==> src/rtl/seg7_pkg.sv <==
// Shared constants for the multiplexed seven-segment scanner.
// Segment patterns are active-low, bit order g..a (bit 6 = g, bit 0 = a).
package seg7_pkg;

   localparam logic [6:0] SEG_HEX_0 = 7'h40;
   localparam logic [6:0] SEG_HEX_1 = 7'h79;
   localparam logic [6:0] SEG_HEX_2 = 7'h24;
   localparam logic [6:0] SEG_HEX_3 = 7'h30;
   localparam logic [6:0] SEG_HEX_4 = 7'h19;
   localparam logic [6:0] SEG_HEX_5 = 7'h12;
   localparam logic [6:0] SEG_HEX_6 = 7'h02;
   localparam logic [6:0] SEG_HEX_7 = 7'h78;
   localparam logic [6:0] SEG_HEX_8 = 7'h00;
   localparam logic [6:0] SEG_HEX_9 = 7'h10;
   localparam logic [6:0] SEG_HEX_A = 7'h08;
   localparam logic [6:0] SEG_HEX_B = 7'h03;
   localparam logic [6:0] SEG_HEX_C = 7'h46;
   localparam logic [6:0] SEG_HEX_D = 7'h21;
   localparam logic [6:0] SEG_HEX_E = 7'h06;
   localparam logic [6:0] SEG_HEX_F = 7'h0E;

   // Full cathode pattern with every segment and the decimal point dark.
   localparam logic [7:0] SEG_BLANK = 8'hFF;

   // Blink phase of the whole display.
   typedef enum logic {
      PHASE_OFF = 1'b0,
      PHASE_ON  = 1'b1
   } blink_phase_t;

endpackage

==> src/rtl/seg7_hex_decode.sv <==
// Combinational hex nibble to active-low seven-segment pattern (g..a).
module seg7_hex_decode
   import seg7_pkg::*;
(
   input  logic [3:0] nibble,
   output logic [6:0] seg
);

   // Table lookup of the sixteen hex glyphs.
   always_comb begin
      seg = SEG_HEX_0;
      case (nibble)
         4'h0: seg = SEG_HEX_0;
         4'h1: seg = SEG_HEX_1;
         4'h2: seg = SEG_HEX_2;
         4'h3: seg = SEG_HEX_3;
         4'h4: seg = SEG_HEX_4;
         4'h5: seg = SEG_HEX_5;
         4'h6: seg = SEG_HEX_6;
         4'h7: seg = SEG_HEX_7;
         4'h8: seg = SEG_HEX_8;
         4'h9: seg = SEG_HEX_9;
         4'hA: seg = SEG_HEX_A;
         4'hB: seg = SEG_HEX_B;
         4'hC: seg = SEG_HEX_C;
         4'hD: seg = SEG_HEX_D;
         4'hE: seg = SEG_HEX_E;
         4'hF: seg = SEG_HEX_F;
         default: seg = SEG_HEX_0;
      endcase
   end

endmodule

==> src/rtl/seg7_scan.sv <==
// Time-multiplexed seven-segment display scanner.
// A prescaler divides clk into digit slots; the digit index walks the slots
// and its wrap marks a frame boundary. New data is staged in a shadow
// register and only copied to the displayed (active) register at a frame
// boundary so a frame never mixes old and new digits. Anode/cathode outputs
// are registered one cycle behind the prescaler/index state.
module seg7_scan
   import seg7_pkg::*;
#(
   parameter int DIGITS       = 8,
   parameter int REFRESH_DIV  = 100000,
   parameter int DEADTIME     = 2,
   parameter int BLINK_FRAMES = 32
)
(
   input  logic                  clk,
   input  logic                  reset,
   input  logic [4*DIGITS-1:0]   value,
   input  logic [DIGITS-1:0]     dp,
   input  logic                  load,
   input  logic                  blank_lz,
   input  logic                  blink_en,
   output logic [DIGITS-1:0]     an,
   output logic [7:0]            ca,
   output logic                  frame_done
);

   localparam int PW = $clog2(REFRESH_DIV);
   localparam int IW = (DIGITS > 1) ? $clog2(DIGITS) : 1;
   localparam int BW = (BLINK_FRAMES > 1) ? $clog2(BLINK_FRAMES) : 1;

   localparam logic [PW-1:0] PRESC_LAST = PW'(REFRESH_DIV - 1);
   localparam logic [PW-1:0] DEAD_CNT   = PW'(DEADTIME);
   localparam logic [IW-1:0] IDX_LAST   = IW'(DIGITS - 1);
   localparam logic [BW-1:0] BLINK_LAST = BW'(BLINK_FRAMES - 1);

   logic [PW-1:0]          presc_reg;
   logic [IW-1:0]          idx_reg;
   logic                   tick;
   logic                   boundary;

   logic [4*DIGITS-1:0]    active_value_reg;
   logic [DIGITS-1:0]      active_dp_reg;
   logic [4*DIGITS-1:0]    shadow_value_reg;
   logic [DIGITS-1:0]      shadow_dp_reg;
   logic                   pending_reg;

   logic [BW-1:0]          blink_cnt_reg;
   blink_phase_t           phase_reg;

   logic                   frame_done_reg;
   logic [DIGITS-1:0]      an_reg;
   logic [7:0]             ca_reg;
   logic [DIGITS-1:0]      an_next;
   logic [7:0]             ca_next;

   logic [3:0]             nib [DIGITS];
   logic [DIGITS-1:0]      lz_blank;
   logic [3:0]             cur_nib;
   logic [6:0]             cur_seg;

   assign tick     = (presc_reg == PRESC_LAST);
   assign boundary = tick && (idx_reg == IDX_LAST);

   // Per-digit nibble view and leading-zero flags: digit i is a leading zero
   // when it and every digit to its left are zero; digit 0 always shows.
   generate
      for (genvar gi = 0; gi < DIGITS; gi++) begin : g_digit
         assign nib[gi] = active_value_reg[4*gi +: 4];
         if (gi == 0) begin : g_lsd
            assign lz_blank[gi] = 1'b0;
         end else begin : g_upper
            assign lz_blank[gi] = ~|active_value_reg[4*DIGITS-1:4*gi];
         end
      end
   endgenerate

   assign cur_nib = nib[idx_reg];

   seg7_hex_decode u_decode (
      .nibble (cur_nib),
      .seg    (cur_seg)
   );

   // Slot prescaler and digit index.
   always_ff @(posedge clk or negedge reset) begin
      if (!reset) begin
         presc_reg <= '0;
         idx_reg   <= '0;
      end else if (tick) begin
         presc_reg <= '0;
         idx_reg   <= (idx_reg == IDX_LAST) ? '0 : idx_reg + IW'(1);
      end else begin
         presc_reg <= presc_reg + PW'(1);
      end
   end

   // Shadow capture on load; tear-free transfer to active at frame boundary.
   always_ff @(posedge clk or negedge reset) begin
      if (!reset) begin
         active_value_reg <= '0;
         active_dp_reg    <= '0;
         shadow_value_reg <= '0;
         shadow_dp_reg    <= '0;
         pending_reg      <= 1'b0;
      end else begin
         if (load) begin
            shadow_value_reg <= value;
            shadow_dp_reg    <= dp;
         end
         if (boundary) begin
            if (load) begin
               active_value_reg <= value;
               active_dp_reg    <= dp;
            end else if (pending_reg) begin
               active_value_reg <= shadow_value_reg;
               active_dp_reg    <= shadow_dp_reg;
            end
            pending_reg <= 1'b0;
         end else if (load) begin
            pending_reg <= 1'b1;
         end
      end
   end

   // Blink phase toggles every BLINK_FRAMES frames while enabled.
   always_ff @(posedge clk or negedge reset) begin
      if (!reset) begin
         blink_cnt_reg <= '0;
         phase_reg     <= PHASE_ON;
      end else if (!blink_en) begin
         blink_cnt_reg <= '0;
         phase_reg     <= PHASE_ON;
      end else if (boundary) begin
         if (blink_cnt_reg == BLINK_LAST) begin
            blink_cnt_reg <= '0;
            phase_reg     <= (phase_reg == PHASE_ON) ? PHASE_OFF : PHASE_ON;
         end else begin
            blink_cnt_reg <= blink_cnt_reg + BW'(1);
         end
      end
   end

   // Next anode/cathode pattern for the current slot.
   always_comb begin
      an_next = ~(DIGITS'(1) << idx_reg);
      ca_next = {~active_dp_reg[idx_reg], cur_seg};
      if ((phase_reg == PHASE_OFF) || (blank_lz && lz_blank[idx_reg])) begin
         an_next = '1;
         ca_next = SEG_BLANK;
      end else if (presc_reg < DEAD_CNT) begin
         an_next = '1;
      end
   end

   // Registered outputs and frame pulse.
   always_ff @(posedge clk or negedge reset) begin
      if (!reset) begin
         an_reg         <= '1;
         ca_reg         <= SEG_BLANK;
         frame_done_reg <= 1'b0;
      end else begin
         an_reg         <= an_next;
         ca_reg         <= ca_next;
         frame_done_reg <= boundary;
      end
   end

   assign an         = an_reg;
   assign ca         = ca_reg;
   assign frame_done = frame_done_reg;

endmodule

==> config.mk <==
export PLATFORM = sky130hd
export DESIGN_NAME = seg7_scan
export DESIGN_NICKNAME = d
export VERILOG_FILES = /design/src/rtl/seg7_pkg.sv /design/src/rtl/seg7_hex_decode.sv /design/src/rtl/seg7_scan.sv
export SDC_FILE = /design/constraint.sdc
export NUM_CORES = 1
export LEC_CHECK = 0
export ABC_AREA = 1
export CORE_MARGIN = 4
export CORE_UTILIZATION = 60
export CTS_BUF_LIST = sky130_fd_sc_hd__clkbuf_4 sky130_fd_sc_hd__clkbuf_8
export CTS_CLUSTER_DIAMETER = 80
export CTS_CLUSTER_SIZE = 28
export DETAILED_ROUTE_END_ITERATION = 7
export MAX_ROUTING_LAYER = met4
export PLACE_DENSITY_LB_ADDON = 0.1
export SYNTH_ARGS = -nofsm -noshare
export SYNTH_HDL_FRONTEND = slang
export SYNTH_HIERARCHICAL = 1
export SYNTH_SLANG_ARGS = --single-unit
==> constraint.sdc <==
create_clock -name clk -period 4.15 [get_ports clk]
set_input_delay 0.83 -clock clk [delete_from_list [all_inputs] [get_ports clk]]
set_output_delay 0.83 -clock clk [all_outputs]
set_load 0.03 [all_outputs]
==> impl_metrics.toml, run 1 <==
[power_and_ir_drop]
power.total_mw = 2.65
peakVddDrop_v = 0.000243
internal_power_mw = 2.05
swShare = 0.226
power.density_nw_per_um2 = 367
p_clk_frac = 0.446
power.switching_mw = 0.599
pwr-share-seq = 0.485
combPwrFrac = 0.069
p_leak_nw = 3.67

[clock_network]
htreeDepth = 4
clock_sinks = 124
cts_tree = "yes"
clk_latency_ns = 0.43
cts_hold_buffers = 0
clk_pin_slew_worst_paths_ns = 0.07
numCtsBuffers = 17
cts_resized = 0
post_cts_buffers = 0
cts-root-buf = "clkbuf_8"
clockBufferDepth = 2

[timing]
post-route-period-util = 0.678
final.min_clock_period_ns = 2.81
slew_headroom = 0.355
worstMarginPinSlew_ns = 0.967
final-hold-violation-count = 0
finalMaxSlewViolations = 0
finClkSkew_ns = 0.00708
setup-violations-final = 0
setup_tns_ns = 0
rsz0062_at_grt = "no"
timing.fmax_mhz = 356

[final_layout]
multi_input_area_sq_um = 2590
final-seq-area_sq_um = 3120
final_nets = 892
layout_common_cells = "307 x nand2_1, 107 x dfrtp_1, 71 x nor2_1"
layout_commonest_cell = "nand2_1"
synthToLayoutAreaGrowth_pct = 17.4
drive_above_1_share = 0.0818
n_antenna_cell = 0
n_fill_cell = 752

[routing]
totalWireLength_mm = 13.6
wire_per_inst_microns = 13.9
drc = 0
dr_total_vias = 5267
postRouteAntennaNets = 0
top_layer_used = "met4"
viasPerCell = 5.39
route.layer.met1.wl_mm = 6.17
dr_wl_met3_microns = 902
drtIter0Drc = 289
dr.pass1.iters = 5
met2_wirelength_mm = 6.22

[logic_synthesis]
synth_area_sq_um = 6150
synth_area_leaders = "dfrtp_1 44%, nand2_1 19%, dfstp_2 7.3%"
synth_area_leader_cell = "dfrtp_1"
ys_ff_latch = 124
synth_seq_area_share = 0.508
yosys_warnings = 6
avgSynthCellArea_sq_um = 7.83
synth_cell_types = 34
yosysTopAreaCellShare = 0.436
synth_cells = 785
synthesis.nets = 846

[placed_design]
place_congestion = 0.945
port-buffer-count = 61
dp_hpwl_mm = 9.24

[global_routing]
grt_max_degree = 80
grtUsageTotal = 0.258
grt_first_pass_wirelength_mm = 23.5
grt_overflow = 0
grt_pass1_vias = 5041
antenna_found_initial = 0

[worst_setup_path]
cp.required_ns = 4.47
worstSetupStartpointType = "flip-flop"
path_max_fanout = 40
worstSetupPathType = "reg -> reg"
endpoint_kind = "flip-flop"
cpPeakStageDelay_ns = 0.83
crit_slowest_cell = "dfrtp_1"
arrival_ns = 3.13
worstPathCellList = "ha_1 > ha_1 > nand3_4 > nand2_1 > nand2_1"

[run_status]
status = "finished, final reports clean"

[floorplanning]
io_pins = 62
die_y_microns = 109
start_util = 0.623
core-area_sq_um = 9860
die_w_microns = 109
dieArea_sq_um = 11900
num_rows = 36

[worst_hold_path]
hold_class = "reg -> reg"

[run]
drv_cap = 0
worst paths after layout:
kind / startpoint / cells past startpoint / end / slack (ns)
max reg2reg: idx_reg[1] / 5 / active_dp_reg[5] / 1.34
min: shadow_value_reg[25] / 2 / shadow_value_reg[25] / 0.47
max: idx_reg[1] / 5 / active_dp_reg[5] / 1.34
max in group asynchronous: reset / 2 / active_value_reg[4] / 2.86
min in group asynchronous: reset / 1 / shadow_value_reg[18] / 0.53
min reg2reg: shadow_value_reg[25] / 2 / shadow_value_reg[25] / 0.47
kinds of logic after synthesis:
group	share of synthesized area
AOI/OAI and AO/OA	0.0413
xor gates and xnor gates	0.00713
adders and majority gates	0.0326
buffers and inverters	0.0698
DFF	0.508
and+or+nand+nor	0.341
power by group through the flow:
stage	clock network (mW)	registers (mW)	logic, mW
after floorplan	0	1.32	0.0652
after global placement	0	1.31	0.181
after detailed placement	0	1.31	0.184
after CTS	1.20	1.28	0.186
after global routing	1.26	1.29	0.204
final	1.18	1.28	0.182
layout make-up:
cell class                 count  area share
multi-input combinational    564       0.359
timing repair buffer          68      0.0933
inverter                      56      0.0291
sequential                   124       0.433
tap                          133      0.0231
clock buffer                  21      0.0392
clock inverter                11      0.0229
cells in the mapped netlist (all sizes together):
| master | number |
|---|---|
| a21oi | 13 |
| inv | 55 |
| clkinv | 1 |
| or2 | 3 |
| nor2 | 73 |
| nand2 | 309 |
| o21bai | 1 |
| nand4 | 44 |
| nand3b | 2 |
| and2 | 1 |
| nor3 | 7 |
| dfstp | 17 |
| nor3b | 1 |
| o211ai | 1 |
| xor2 | 5 |
| nor4 | 1 |
| buf | 18 |
| o21ai | 34 |
| dfrtp | 107 |
| clkbuf | 23 |
| nand3 | 53 |
| ha | 16 |
worst max-delay path: cells and delay by family (launching register included):
family	cells	cell delay (ns)
DFF	1	0.83
and+or+nand+nor	3	0.84
adders and majority gates	2	1.02
stage by stage:
stage / utilization / setup slack (ns) / hold slack (ns) / area (sq um) / std cells
5_1_grt: 0.731 / 1.13 / 0.493 / 7210 / 977
2_1_floorplan: - / 2.01 / 0.432 / 6150 / 785
3_5_place_dp: 0.686 / 1.15 / 0.457 / 6770 / 945
3_3_place_gp: 0.686 / 1.27 / 0.455 / 6770 / 945
6_report: 0.731 / 1.34 / 0.473 / 7210 / 977
4_1_cts: 0.731 / 1.42 / 0.475 / 7210 / 977
per-layer routing:
| metal | global-route usage | up-vias |
|---|---|---|
| met1 | 0.343 | 2450 |
| met4 | 0.0926 | 0 |
| li1 | - | 2589 |
| met3 | 0.0586 | 31 |
| met5 | - | - |
| met2 | 0.392 | 197 |
(Power assumes the default switching activity.)
==> run 2: changes to the inputs <==
- CORE_UTILIZATION: 60 -> 53
- clock period: 4.15 -> 2.25 ns (I/O delays scaled with it)
==> impl_metrics.toml, run 2 (synthesis gave the netlist of run 1 again) <==
[run_status]
status = "finished, final reports clean"

[floorplanning]
core-area_sq_um = 11400
io_pins = 62
die_y_microns = 116
start_util = 0.541
num_rows = 39
die_w_microns = 116
dieArea_sq_um = 13400

[placed_design]
port-buffer-count = 61
place_congestion = 0.942
pre_cts_ws_ns = 0.204
dp_hpwl_mm = 9.41

[clock_network]
cts_hold_buffers = 0
clk_pin_slew_worst_paths_ns = 0.07
post_cts_buffers = 0
clock_sinks = 124
numCtsBuffers = 17
clockBufferDepth = 2
htreeDepth = 4
cts-root-buf = "clkbuf_8"
cts_tree = "yes"
cts_resized = 0
clk_latency_ns = 0.44

[timing]
setup_tns_ns = 0
post-route-period-util = 0.927
worstMarginPinSlew_ns = 0.647
final.min_clock_period_ns = 2.09
finClkSkew_ns = 0.00892
rsz0062_at_grt = "no"
slew_headroom = 0.569
worst_slack_ns = 0.165
timing.fmax_mhz = 480
finalMaxSlewViolations = 0
final-hold-violation-count = 0
setup-violations-final = 0

[routing]
drtIter0Drc = 323
totalWireLength_mm = 13.6
drc = 0
dr_total_vias = 5107
viasPerCell = 5.12
wire_per_inst_microns = 13.6
postRouteAntennaNets = 0
dr.pass1.iters = 5

[worst_setup_path]
cp.required_ns = 1.80
worstSetupPathType = "reg -> out"
worstPathCellList = "clkdlybuf4s50_1"
worstSetupStartpointType = "flip-flop"
arrival_ns = 1.64
critical_path.top_delay_family = "buffers and inverters"
endpoint_kind = "output pin"
rrSetupSlack_ns = 0.24
crit_slowest_cell = "clkdlybuf4s50_1"
cpPeakStageDelay_ns = 0.69
cp.buffers_inverters = 1
path_max_fanout = 1

[final_layout]
postLayoutCoreUtil = 0.647
n_antenna_cell = 0
synthToLayoutAreaGrowth_pct = 19.6
drive_above_1_share = 0.0948
final_nets = 902
layout_commonest_cell = "nand2_1"
layout_common_cells = "307 x nand2_1, 107 x dfrtp_1, 70 x nor2_1"

[global_routing]
antenna_found_initial = 0
grtUsageTotal = 0.232
grt_overflow = 0
grt_pass1_vias = 5102
grt_first_pass_wirelength_mm = 23.9
grt_max_degree = 125

[worst_hold_path]
hold_class = "in -> async"

[power_and_ir_drop]
power.density_nw_per_um2 = 686
peakVddDrop_v = 0.000504
p_leak_nw = 3.75

[run]
drv_cap = 0
[run 2: area by class of cell]
cell class | instances | area, sq um
sequential | 124 | 3120
fill | 978 | 4020
inverter | 56 | 210
timing repair buffer | 78 | 761
clock buffer | 22 | 297
clock inverter | 10 | 185
tap | 143 | 179
multi-input combinational | 564 | 2590
[run 2: per-layer routing]
layer  vias to the layer above  wire [microns]  GRT usage
met1                      2339            6370      0.305
met3                        22             667     0.0642
met5                         -               0          -
met4                         0             237     0.0843
li1                       2611               -          -
met2                       135            6310      0.347
[run 2: path summary, 6_finish.rpt]
path                                        end            startpoint  depth (start not counted)
max                                       an[0]                 an[0]                          1
min                        shadow_value_reg[21]                 reset                          2
max reg2reg                               ca[3]            idx_reg[0]                         13
min reg2reg                shadow_value_reg[24]  shadow_value_reg[24]                          2
max in group asynchronous      shadow_dp_reg[1]                 reset                          2
min in group clk           shadow_value_reg[24]  shadow_value_reg[24]                          2
[run 2: power breakdown]
part / internal, mW / switching (mW) / total, mW
sequential: 2.33 / 0.0374 / 2.37
combinational: 0.146 / 0.191 / 0.338
clock: 1.45 / 0.887 / 2.34
total: 3.93 / 1.12 / 5.04
[run 2: metrics by stage]
step	hold slack, ns	std cells	power [mW]	cell area [sq um]
3_5_place_dp	0.459	965	2.76	6870
4_1_cts	0.119	997	5.10	7350
6_report	0.0854	997	5.04	7350
5_1_grt	0.111	997	5.25	7350
2_1_floorplan	0.154	785	2.55	6150
3_3_place_gp	0.456	965	2.75	6870
